## src/rtl/rv32i_pkg.sv

```systemverilog
// Shared rv32i encodings and the branch controller's FSM state type.
package rv32i_pkg;

   localparam logic [2:0] VT_BRANCH = 3'b011;
   localparam logic [2:0] VT_JUMP   = 3'b100;

   localparam logic [2:0] F3_BEQ  = 3'b000;
   localparam logic [2:0] F3_BNE  = 3'b001;
   localparam logic [2:0] F3_BLT  = 3'b100;
   localparam logic [2:0] F3_BGE  = 3'b101;
   localparam logic [2:0] F3_BLTU = 3'b110;
   localparam logic [2:0] F3_BGEU = 3'b111;

   typedef enum logic {
      ST_RUN   = 1'b0,
      ST_FLUSH = 1'b1
   } state_t;

   // 010/011 are not branch comparisons; the comparator result is meaningless there.
   function automatic logic f3_is_branch(input logic [2:0] f3);
      return !((f3 == 3'b010) || (f3 == 3'b011));
   endfunction

endpackage

```

## src/rtl/Comparator.sv

```systemverilog
// Shared branch comparator: ld is the taken condition for the selected compare type.
module Comparator
   import rv32i_pkg::*;
(
   input  logic [31:0] in_a,
   input  logic [31:0] in_b,
   input  logic [2:0]  cmp_type,
   output logic        ld
);

   always_comb begin
      ld = 1'b0;
      case (cmp_type)
         F3_BEQ:  ld = (in_a == in_b);
         F3_BNE:  ld = (in_a != in_b);
         F3_BLT:  ld = ($signed(in_a) <  $signed(in_b));
         F3_BGE:  ld = ($signed(in_a) >= $signed(in_b));
         F3_BLTU: ld = (in_a <  in_b);
         F3_BGEU: ld = (in_a >= in_b);
         default: ld = 1'b0;
      endcase
   end

endmodule

```

## src/rtl/branch_ctrl.sv

```systemverilog
// Branch resolution controller: resolves branches/jumps, issues a fetch redirect,
// then holds a fixed-length flush window. Also keeps branch statistics.
//
// state    | meaning
// ST_RUN   | accepting one instruction per cycle, in_ready high
// ST_FLUSH | flush window after a redirect, in_ready low, flush high
module branch_ctrl
   import rv32i_pkg::*;
#(
   parameter int FLUSH_CYCLES = 2,
   parameter int CNT_W        = 32
) (
   input  logic             clk,
   input  logic             rst,
   input  logic             in_valid,
   output logic             in_ready,
   input  logic [31:0]      pc,
   input  logic [31:0]      rs1_val,
   input  logic [31:0]      rs2_val,
   input  logic [31:0]      imm,
   input  logic [2:0]       funct3,
   input  logic [2:0]       val_type,
   input  logic             is_jalr,
   output logic             redirect_valid,
   output logic [31:0]      redirect_pc,
   output logic             link_valid,
   output logic [31:0]      link_data,
   output logic             flush,
   output logic             misalign_err,
   output logic [CNT_W-1:0] branch_cnt,
   output logic [CNT_W-1:0] taken_cnt
);

   state_t      state, state_next;
   logic [2:0]  fl_cnt, fl_cnt_next;

   logic        accept;
   logic        is_branch;
   logic        is_jump;
   logic        cmp_ld;
   logic        taken;
   logic [31:0] jalr_sum;
   logic [31:0] target;
   logic        redirect;
   logic        misalign;

   Comparator u_cmp (
      .in_a     (rs1_val),
      .in_b     (rs2_val),
      .cmp_type (funct3),
      .ld       (cmp_ld)
   );

   assign in_ready  = (state == ST_RUN);
   assign accept    = in_valid & in_ready;
   assign is_branch = (val_type == VT_BRANCH);
   assign is_jump   = (val_type == VT_JUMP);

   assign taken     = accept & ((is_branch & f3_is_branch(funct3) & cmp_ld) | is_jump);
   assign jalr_sum  = rs1_val + imm;
   assign target    = (is_jump & is_jalr) ? {jalr_sum[31:1], 1'b0} : (pc + imm);

   // A target with bit1 set would fault in fetch, so it is reported instead of redirected.
   assign redirect  = taken & ~target[1];
   assign misalign  = taken &  target[1];

   always_comb begin
      state_next  = state;
      fl_cnt_next = fl_cnt;
      case (state)
         ST_RUN: begin
            if (redirect) begin
               state_next  = ST_FLUSH;
               fl_cnt_next = 3'(FLUSH_CYCLES - 1);
            end
         end
         ST_FLUSH: begin
            if (fl_cnt == 3'd0) begin
               state_next = ST_RUN;
            end else begin
               fl_cnt_next = fl_cnt - 3'd1;
            end
         end
         default: state_next = ST_RUN;
      endcase
   end

   always_ff @(posedge clk) begin
      if (rst) begin
         state  <= ST_RUN;
         fl_cnt <= 3'd0;
      end else begin
         state  <= state_next;
         fl_cnt <= fl_cnt_next;
      end
   end

   always_ff @(posedge clk) begin
      if (rst) begin
         redirect_valid <= 1'b0;
         redirect_pc    <= 32'd0;
         link_valid     <= 1'b0;
         link_data      <= 32'd0;
         flush          <= 1'b0;
         misalign_err   <= 1'b0;
         branch_cnt     <= '0;
         taken_cnt      <= '0;
      end else begin
         redirect_valid <= redirect;
         misalign_err   <= misalign;
         link_valid     <= accept & is_jump;
         flush          <= (state_next == ST_FLUSH);
         if (taken) begin
            redirect_pc <= target;
         end
         if (accept & is_jump) begin
            link_data <= pc + 32'd4;
         end
         if (accept & is_branch) begin
            branch_cnt <= branch_cnt + CNT_W'(1);
         end
         if (redirect) begin
            taken_cnt <= taken_cnt + CNT_W'(1);
         end
      end
   end

endmodule

```

## config.mk

```make
export PLATFORM = sky130hd
export DESIGN_NAME = branch_ctrl
export DESIGN_NICKNAME = d
export VERILOG_FILES = /design/src/rtl/rv32i_pkg.sv /design/src/rtl/Comparator.sv /design/src/rtl/branch_ctrl.sv
export SDC_FILE = /design/constraint.sdc
export NUM_CORES = 1
export LEC_CHECK = 0
export CELL_PAD_IN_SITES_DETAIL_PLACEMENT = 2
export CELL_PAD_IN_SITES_GLOBAL_PLACEMENT = 2
export CORE_MARGIN = 2
export CORE_UTILIZATION = 28
export DETAILED_ROUTE_END_ITERATION = 8
export GPL_TIMING_DRIVEN = 0
export PLACE_DENSITY_LB_ADDON = 0.1
export RECOVER_POWER = 50
export SLEW_MARGIN = 10
export SYNTH_ARGS = -nofsm -noshare
export SYNTH_HDL_FRONTEND = slang
export SYNTH_HIERARCHICAL = 1
export SYNTH_SLANG_ARGS = --single-unit
```

## constraint.sdc

```tcl
create_clock -name clk -period 3.9 [get_ports clk]
set_clock_uncertainty 0.15 [all_clocks]
set_input_delay 0.39 -clock clk [delete_from_list [all_inputs] [get_ports clk]]
set_output_delay 0.39 -clock clk [all_outputs]
set_load 0.01 [all_outputs]
```

==> impl_metrics.csv, run 1 <==
group,metric,value,unit
outcome,status,"finished, final reports clean",
floorplanning,die_y,196,um
synth,ys_ff_latch,135,
synth,synth_top_cell_area_share,26.1,%
job,max-cap-violations,0,
timing,min_period,3.80,ns
route,wl,44900,um
worst_setup_path,cp_max_fo,6,
synth,synth_nets,1544,
placed_design,place_congestion,0.822,
route,ant_nets,0,
worst_setup_path,worst_ep_arrival_time,4.03,ns
power,pwr-share-clk,40.8,%
floorplanning,initial_utilization,28.4,%
synth,synth_top_flop_cell,"dfxtp_1",
timing,post-route-period-util,97.5,%
placed_design,place_hpwl,36100,um
worst_setup_path,cp-start-kind,"input pin",
worst_setup_path,worstSetupEndpointType,"flip-flop",
synth,synth.cell_area,0.0104,sq mm
power,p_leak,6.34,nW
global_route,grt_overflow,0,
synth,yosysTopAreaCell,"dfxtp_1",
global_route,track_usage,23.3,%
worst_setup_path,critical_path_class,"in -> reg",
clocking,ctsRootBufferMaster,"clkbuf_16",
route,drcViolationCount,0,
placed_design,dpl_cell_area,0.0136,sq mm
layout,drive_gt1_share,7.64,%
synth,async_flop_share,0,%
route,vias_per_cell,5.21,
clocking,cts_buffer_depth,2,
worst_setup_path,required,4.13,ns
layout,multiInputGateArea,0.00748,sq mm
layout,utilization,40.2,%
floorplanning,die-area,0.0385,sq mm
power,p_per_area,305,mW/mm^2
timing,worst-slew-pin-transition,0.844,ns
floorplanning,core_area,0.0365,sq mm
timing,final-setup-viol-count,0,
power,swShare,32.0,%
power,vdd_drop_max,0.000258,V
power,p_int,3.04,mW
power,power.total,4.48,mW
global_route,grt_first_pass_wirelength,68700,um
route,vias,10900,
placed_design,io_buffers,269,
clocking,cts.sinks,135,
clocking,htree_levels,4,
timing,slew_violations,0,
layout,design_area,0.0147,sq mm
floorplanning,rows,70,
power,pwr-share-comb,27.4,%
route,wire_per_inst,21.5,um
clocking,clkTransAtPathRegs,0.06,ns
global_route,grt_start_max_net_pins,17,
timing,finalHoldViolCount,0,
clocking,clk_latency,0.45,ns
synth,synth_cell_types,90,
power,switching_power,1.44,mW
layout,fillers,4181,
timing,max_freq,0.263,GHz
power,seq_power_share,31.9,%
worst_hold_path,hold_path.class,"reg -> reg",
synth,ys_seq_area_share,26.1,%
timing,worst_slew_margin_rel,43.8,%
synth,synth_area_leaders,"dfxtp_1, ha_1, xor2_1",
synth,yosys_warnings,6,
route,first_pass_iters,4,
route,first_iter_violations,395,
floorplanning,pin_count,271,
global_route,antenna_found_initial,1,
synth,synth_edf_count,0,
floorplanning,die_w,196,um
layout,regArea,0.00270,sq mm
clocking,cts_tree,"built",
layout,areaGrowthSynthToFinish,41.8,%
clocking,cts_buffers,17,
synth,postSynthCellCount,1306,
layout,finish.net_count,1847,
synth,synth_area_per_cell,7.93,sq um
global_route,grt_pass1_vias,11800,
clocking,cts_hold_buf,0,
area by class of cell:
| type | count | area share [%] |
|---|---|---|
| Clock inverter | 13 | 1.29 |
| Tap cell | 468 | 3.99 |
| Antenna cell | 1 | 0.0170 |
| Clock buffer | 19 | 3.08 |
| Inverter | 54 | 1.38 |
| Timing Repair Buffer | 284 | 19.4 |
| Sequential cell | 135 | 18.4 |
| Buffer | 53 | 1.48 |
| Multi-Input combinational cell | 1064 | 50.9 |
path summary, 6_finish.rpt:
check,slack [ns],cells past startpoint,from,to
setup / recovery,0.1,18,rs1_val[13],taken_cnt[26]$_SDFFE_PP0P_
hold / removal,0.30,2,redirect_pc[3]$_SDFFE_PP0N_,redirect_pc[3]$_SDFFE_PP0N_
setup reg to reg,1.21,9,flush$_SDFF_PP0_,branch_cnt[26]$_SDFFE_PP0P_
hold reg to reg,0.30,2,redirect_pc[3]$_SDFFE_PP0N_,redirect_pc[3]$_SDFFE_PP0N_
cell usage in the layout, fill, tap and decap left out, types with 43 or more instances in the layout:
cell type | netlist | final
a211oi_1 | 44 | 43
clkdlybuf4s50_1 | 0 | 133
xor2_1 | 80 | 79
dlygate4sd3_1 | 0 | 127
nand2_1 | 106 | 105
clkbuf_1 | 46 | 44
inv_1 | 54 | 52
ha_1 | 98 | 88
dfxtp_1 | 135 | 135
xnor2_1 | 54 | 54
o21ai_0 | 46 | 45
nor2_1 | 180 | 179
a21oi_1 | 92 | 90
a21o_1 | 49 | 49
nand3_1 | 45 | 44
metrics by stage:
stage                     TNS [ns]  setup WS (ns)  instances  hold slack (ns)
after floorplan                  0          0.446       1306            0.314
after global placement      -82.85          -1.65       2043            0.290
after detailed placement    -87.36          -1.72       2043            0.303
after CTS                        0       0.000739       2086            0.313
after global routing       -0.0360        -0.0359       2091            0.333
final                            0         0.0975       2091            0.304
power by group through the flow:
stage / logic [mW] / registers, mW / clock network (mW)
floorplan: 0.676 / 1.47 / 0
CTS: 1.22 / 1.43 / 1.87
finish: 1.23 / 1.43 / 1.83
global route: 1.34 / 1.43 / 1.92
detailed placement: 1.19 / 1.46 / 0
global placement: 1.17 / 1.46 / 0
per-layer routing:
| layer | part of all wire, % | global-route usage (%) |
|---|---|---|
| met1 | 46 | 29.7 |
| met2 | 49 | 40.5 |
| met3 | 3.4 | 3.47 |
| met4 | 2.4 | 7.10 |
| met5 | 0 | 0 |
logic make-up after synthesis:
| logic type | Yosys count | share of synthesized area [%] |
|---|---|---|
| compound gates | 339 | 22.8 |
| xor+xnor | 134 | 11.3 |
| fa+ha+maj | 100 | 12.2 |
| buf+inv | 107 | 3.91 |
| flops | 135 | 26.1 |
| mux | 7 | 0.725 |
| simple gates | 484 | 22.9 |
Yosys cell counts (11+ instances only):
library cell / count
nor3_1: 24
xor2_1: 80
a31oi_1: 13
dfxtp_1: 135
a211oi_1: 44
nor2_1: 180
nand4_1: 28
a21o_1: 49
nand2_1: 106
clkbuf_1: 46
a21oi_1: 92
nand3_1: 45
ha_1: 98
xnor2_1: 54
o21bai_1: 11
o21ai_0: 46
and3_1: 31
inv_1: 54
critical path, stage by stage:
cell and delay [ns]:
clkdlybuf4s50_1 0.49, ha_1 0.36, nand4_1 0.10, buf_4 0.16, nor4_4 0.04, buf_4 0.16
buf_4 0.14, a211oi_2 0.21, a311oi_2 0.08, a211o_2 0.34, nor3_4 0.16, o2111ai_4 0.19
a21oi_4 0.24, nand4_4 0.14, nor2_4 0.22, nand2_4 0.10, or3_1 0.36, a21oi_1 0.14
registers in the layout, summed over array words and instances, names as in the netlist:
| signal | cells |
|---|---|
| misalign_err | 1 |
| redirect_valid | 1 |
| branch_cnt | 32 |
| redirect_pc | 32 |
| flush | 1 |
| link_valid | 1 |
| fl_cnt | 3 |
| link_data | 32 |
| taken_cnt | 32 |
repair_timing:
action                                 CTS  global route
setup buffers                           11             5
endpoints found under the hold margin    0             0
pin swaps                               13            20
gates resized for setup                 16            40
setup endpoints to repair               70            47
Power figures use the tool's default switching activity.
==> inputs of run 2 (changes only) <==
--- a/config.mk
+++ b/config.mk
@@ -11,6 +11,7 @@
 export CORE_UTILIZATION = 28
 export DETAILED_ROUTE_END_ITERATION = 8
 export GPL_TIMING_DRIVEN = 0
+export MAX_ROUTING_LAYER = met4
 export PLACE_DENSITY_LB_ADDON = 0.1
 export RECOVER_POWER = 50
 export SLEW_MARGIN = 10
==> run 2 against run 1 <==
  * Flip-flop and latch count unchanged
  * Total power barely moved
  * First-iteration DRC count fell by 3.8%
  * Critical path type unchanged
  * Largest power group unchanged
==> impl_metrics.csv, run 2 (synthesis results as in run 1) <==
group,metric,value,unit
outcome,status,"finished, final reports clean",
timing,max_freq,0.263,GHz
layout,finish.net_count,1847,
power,p_int,3.04,mW
route,vias,10900,
clocking,cts_buffers,17,
timing,finalHoldViolCount,0,
placed_design,io_buffers,269,
clocking,cts_buffer_depth,2,
worst_setup_path,worst_ep_arrival_time,4.04,ns
clocking,clkTransAtPathRegs,0.06,ns
power,vdd_drop_max,0.000256,V
layout,drive_gt1_share,7.64,%
worst_hold_path,hold_path.class,"reg -> reg",
route,first_pass_iters,4,
power,p_per_area,305,mW/mm^2
global_route,grt-busiest-layer,"met2",
floorplanning,pin_count,271,
global_route,grt_start_max_net_pins,17,
floorplanning,die_w,196,um
clocking,clk_latency,0.45,ns
power,pwr-share-comb,27.4,%
global_route,antenna_found_initial,1,
worst_setup_path,cp_slowest_stage_delay,0.49,ns
power,swShare,32.0,%
route,vias_per_cell,5.20,
floorplanning,rows,70,
worst_setup_path,required,4.13,ns
route,drcViolationCount,0,
global_route,met3_usage,3.44,%
clocking,htree_levels,4,
global_route,grtUsageMet1,29.6,%
timing,slew_violations,0,
route,first_iter_violations,380,
timing,fin_setup_tns,0,ns
worst_setup_path,cp-start-kind,"input pin",
placed_design,place_congestion,0.834,
clocking,cts.sinks,135,
worst_setup_path,critical_path_class,"in -> reg",
timing,post-route-period-util,97.7,%
floorplanning,die_y,196,um
global_route,grt_overflow,0,
layout,areaGrowthSynthToFinish,41.8,%
job,max-cap-violations,0,
floorplanning,die-area,0.0385,sq mm
worst_setup_path,cpMaxStageDelayCell,"clkdlybuf4s50_1",
route,wl,44900,um
global_route,use_met2,40.5,%
timing,setup_ws,0.0915,ns
worst_setup_path,cp_cell_sequence,"clkdlybuf4s50_1 -> ha_1 -> nand4_1 -> buf_4 -> nor4_4 -> buf_4 -> buf_4 -> a211oi_2 -> a311oi_2 -> a211o_2 -> nor3_4 -> o2111ai_4 -> a21oi_4 -> nand4_4 -> nor2_4 -> nand2_4 -> or3_1 -> a21oi_1",
global_route,grt_pass1_vias,11800,
floorplanning,initial_utilization,28.4,%
layout,final_common_cell,"nor2_1",
power,pwr-share-clk,40.7,%
placed_design,place_ws,-1.72,ns
power,p_leak,6.34,nW
worst_setup_path,worstSetupEndpointType,"flip-flop",
route,ant_nets,0,
layout,fin_cells,2091,
clocking,ctsRootBufferMaster,"clkbuf_16",
layout,layout_common_cells,"nor2_1, dfxtp_1, clkdlybuf4s50_1, dlygate4sd3_1, nand2_1",
floorplanning,core_area,0.0365,sq mm
power,seq_power_share,31.9,%
global_route,grt_first_pass_wirelength,68600,um
worst_setup_path,cp_common_cell,"buf_4",
placed_design,place_hpwl,36100,um
worst_hold_path,hold_start,"redirect_pc[3]$_SDFFE_PP0N_",
clocking,cts_tree,"built",
timing,worst_slew_margin_rel,43.0,%
route,wire_per_inst,21.5,um
timing,min_period,3.81,ns
power,switching_power,1.43,mW
worst_setup_path,rr_startpoint,"flush$_SDFF_PP0_",
placed_design,dp.cells,2043,
timing,worst-slew-pin-transition,0.855,ns
worst_setup_path,cp_max_fo,6,
global_route,track_usage,24.0,%
timing,final-setup-viol-count,0,
worst_setup_path,cp-startpoint,"rs1_val[13]",
run 2: cell counts in the layout (fill, tap and decap cells not counted):
No cell type changed its count.
run 2: critical path, delay by kind of cell:
kind | cells | cell delay (ns)
adders and majority gates | 1 | 0.36
buffers and inverters | 4 | 0.95
AOI/OAI and AO/OA | 6 | 1.21
and+or+nand+nor | 7 | 1.12
run 2: layer usage:
metal | up-vias | part of all wire (%)
li1 | 5274 | -
met1 | 5353 | 46
met2 | 204 | 49
met3 | 49 | 3.4
met4 | 0 | 2.2
met5 | - | 0
run 2: power by group through the flow:
stage | clock (mW) | sequential, mW | combinational (mW)
after floorplan | 0 | 1.47 | 0.676
after global placement | 0 | 1.46 | 1.17
after detailed placement | 0 | 1.46 | 1.19
after CTS | 1.87 | 1.43 | 1.22
after global routing | 1.92 | 1.43 | 1.34
final | 1.82 | 1.43 | 1.23
run 2: what timing repair did:
item	4_1_cts	5_1_grt
pin swaps	13	20
endpoints found under the setup margin	70	47
hold buffers	0	0
buffers inserted	11	5
resized for setup	16	40
run 2: worst paths after layout:
check / endpoint / slack (ns) / cells after the start
max: taken_cnt[26]$_SDFFE_PP0P_ / 0.09 / 18
min reg2reg: redirect_pc[3]$_SDFFE_PP0N_ / 0.31 / 2
min: redirect_pc[3]$_SDFFE_PP0N_ / 0.31 / 2
max reg2reg: branch_cnt[26]$_SDFFE_PP0P_ / 1.21 / 9
run 2: per-stage QoR:
| stage | hold slack (ns) | total power [mW] | util [%] | cell area [sq um] |
|---|---|---|---|---|
| 2_1_floorplan | 0.314 | 2.14 | - | 10400 |
| 3_3_place_gp | 0.290 | 2.63 | 37.3 | 13600 |
| 3_5_place_dp | 0.303 | 2.65 | 37.3 | 13600 |
| 4_1_cts | 0.313 | 4.51 | 39.5 | 14400 |
| 5_1_grt | 0.333 | 4.70 | 40.2 | 14700 |
| 6_report | 0.306 | 4.48 | 40.2 | 14700 |
run 2: layout make-up:
cell class                 instances  area [sq um]
clock buffer                      19           453
sequential                       135          2700
antenna                            1          2.50
fill                            4181         21800
inverter                          54           203
clock inverter                    13           190
timing repair buffer             284          2860
multi-input combinational       1064          7480
buffer                            53           218
tap                              468           586
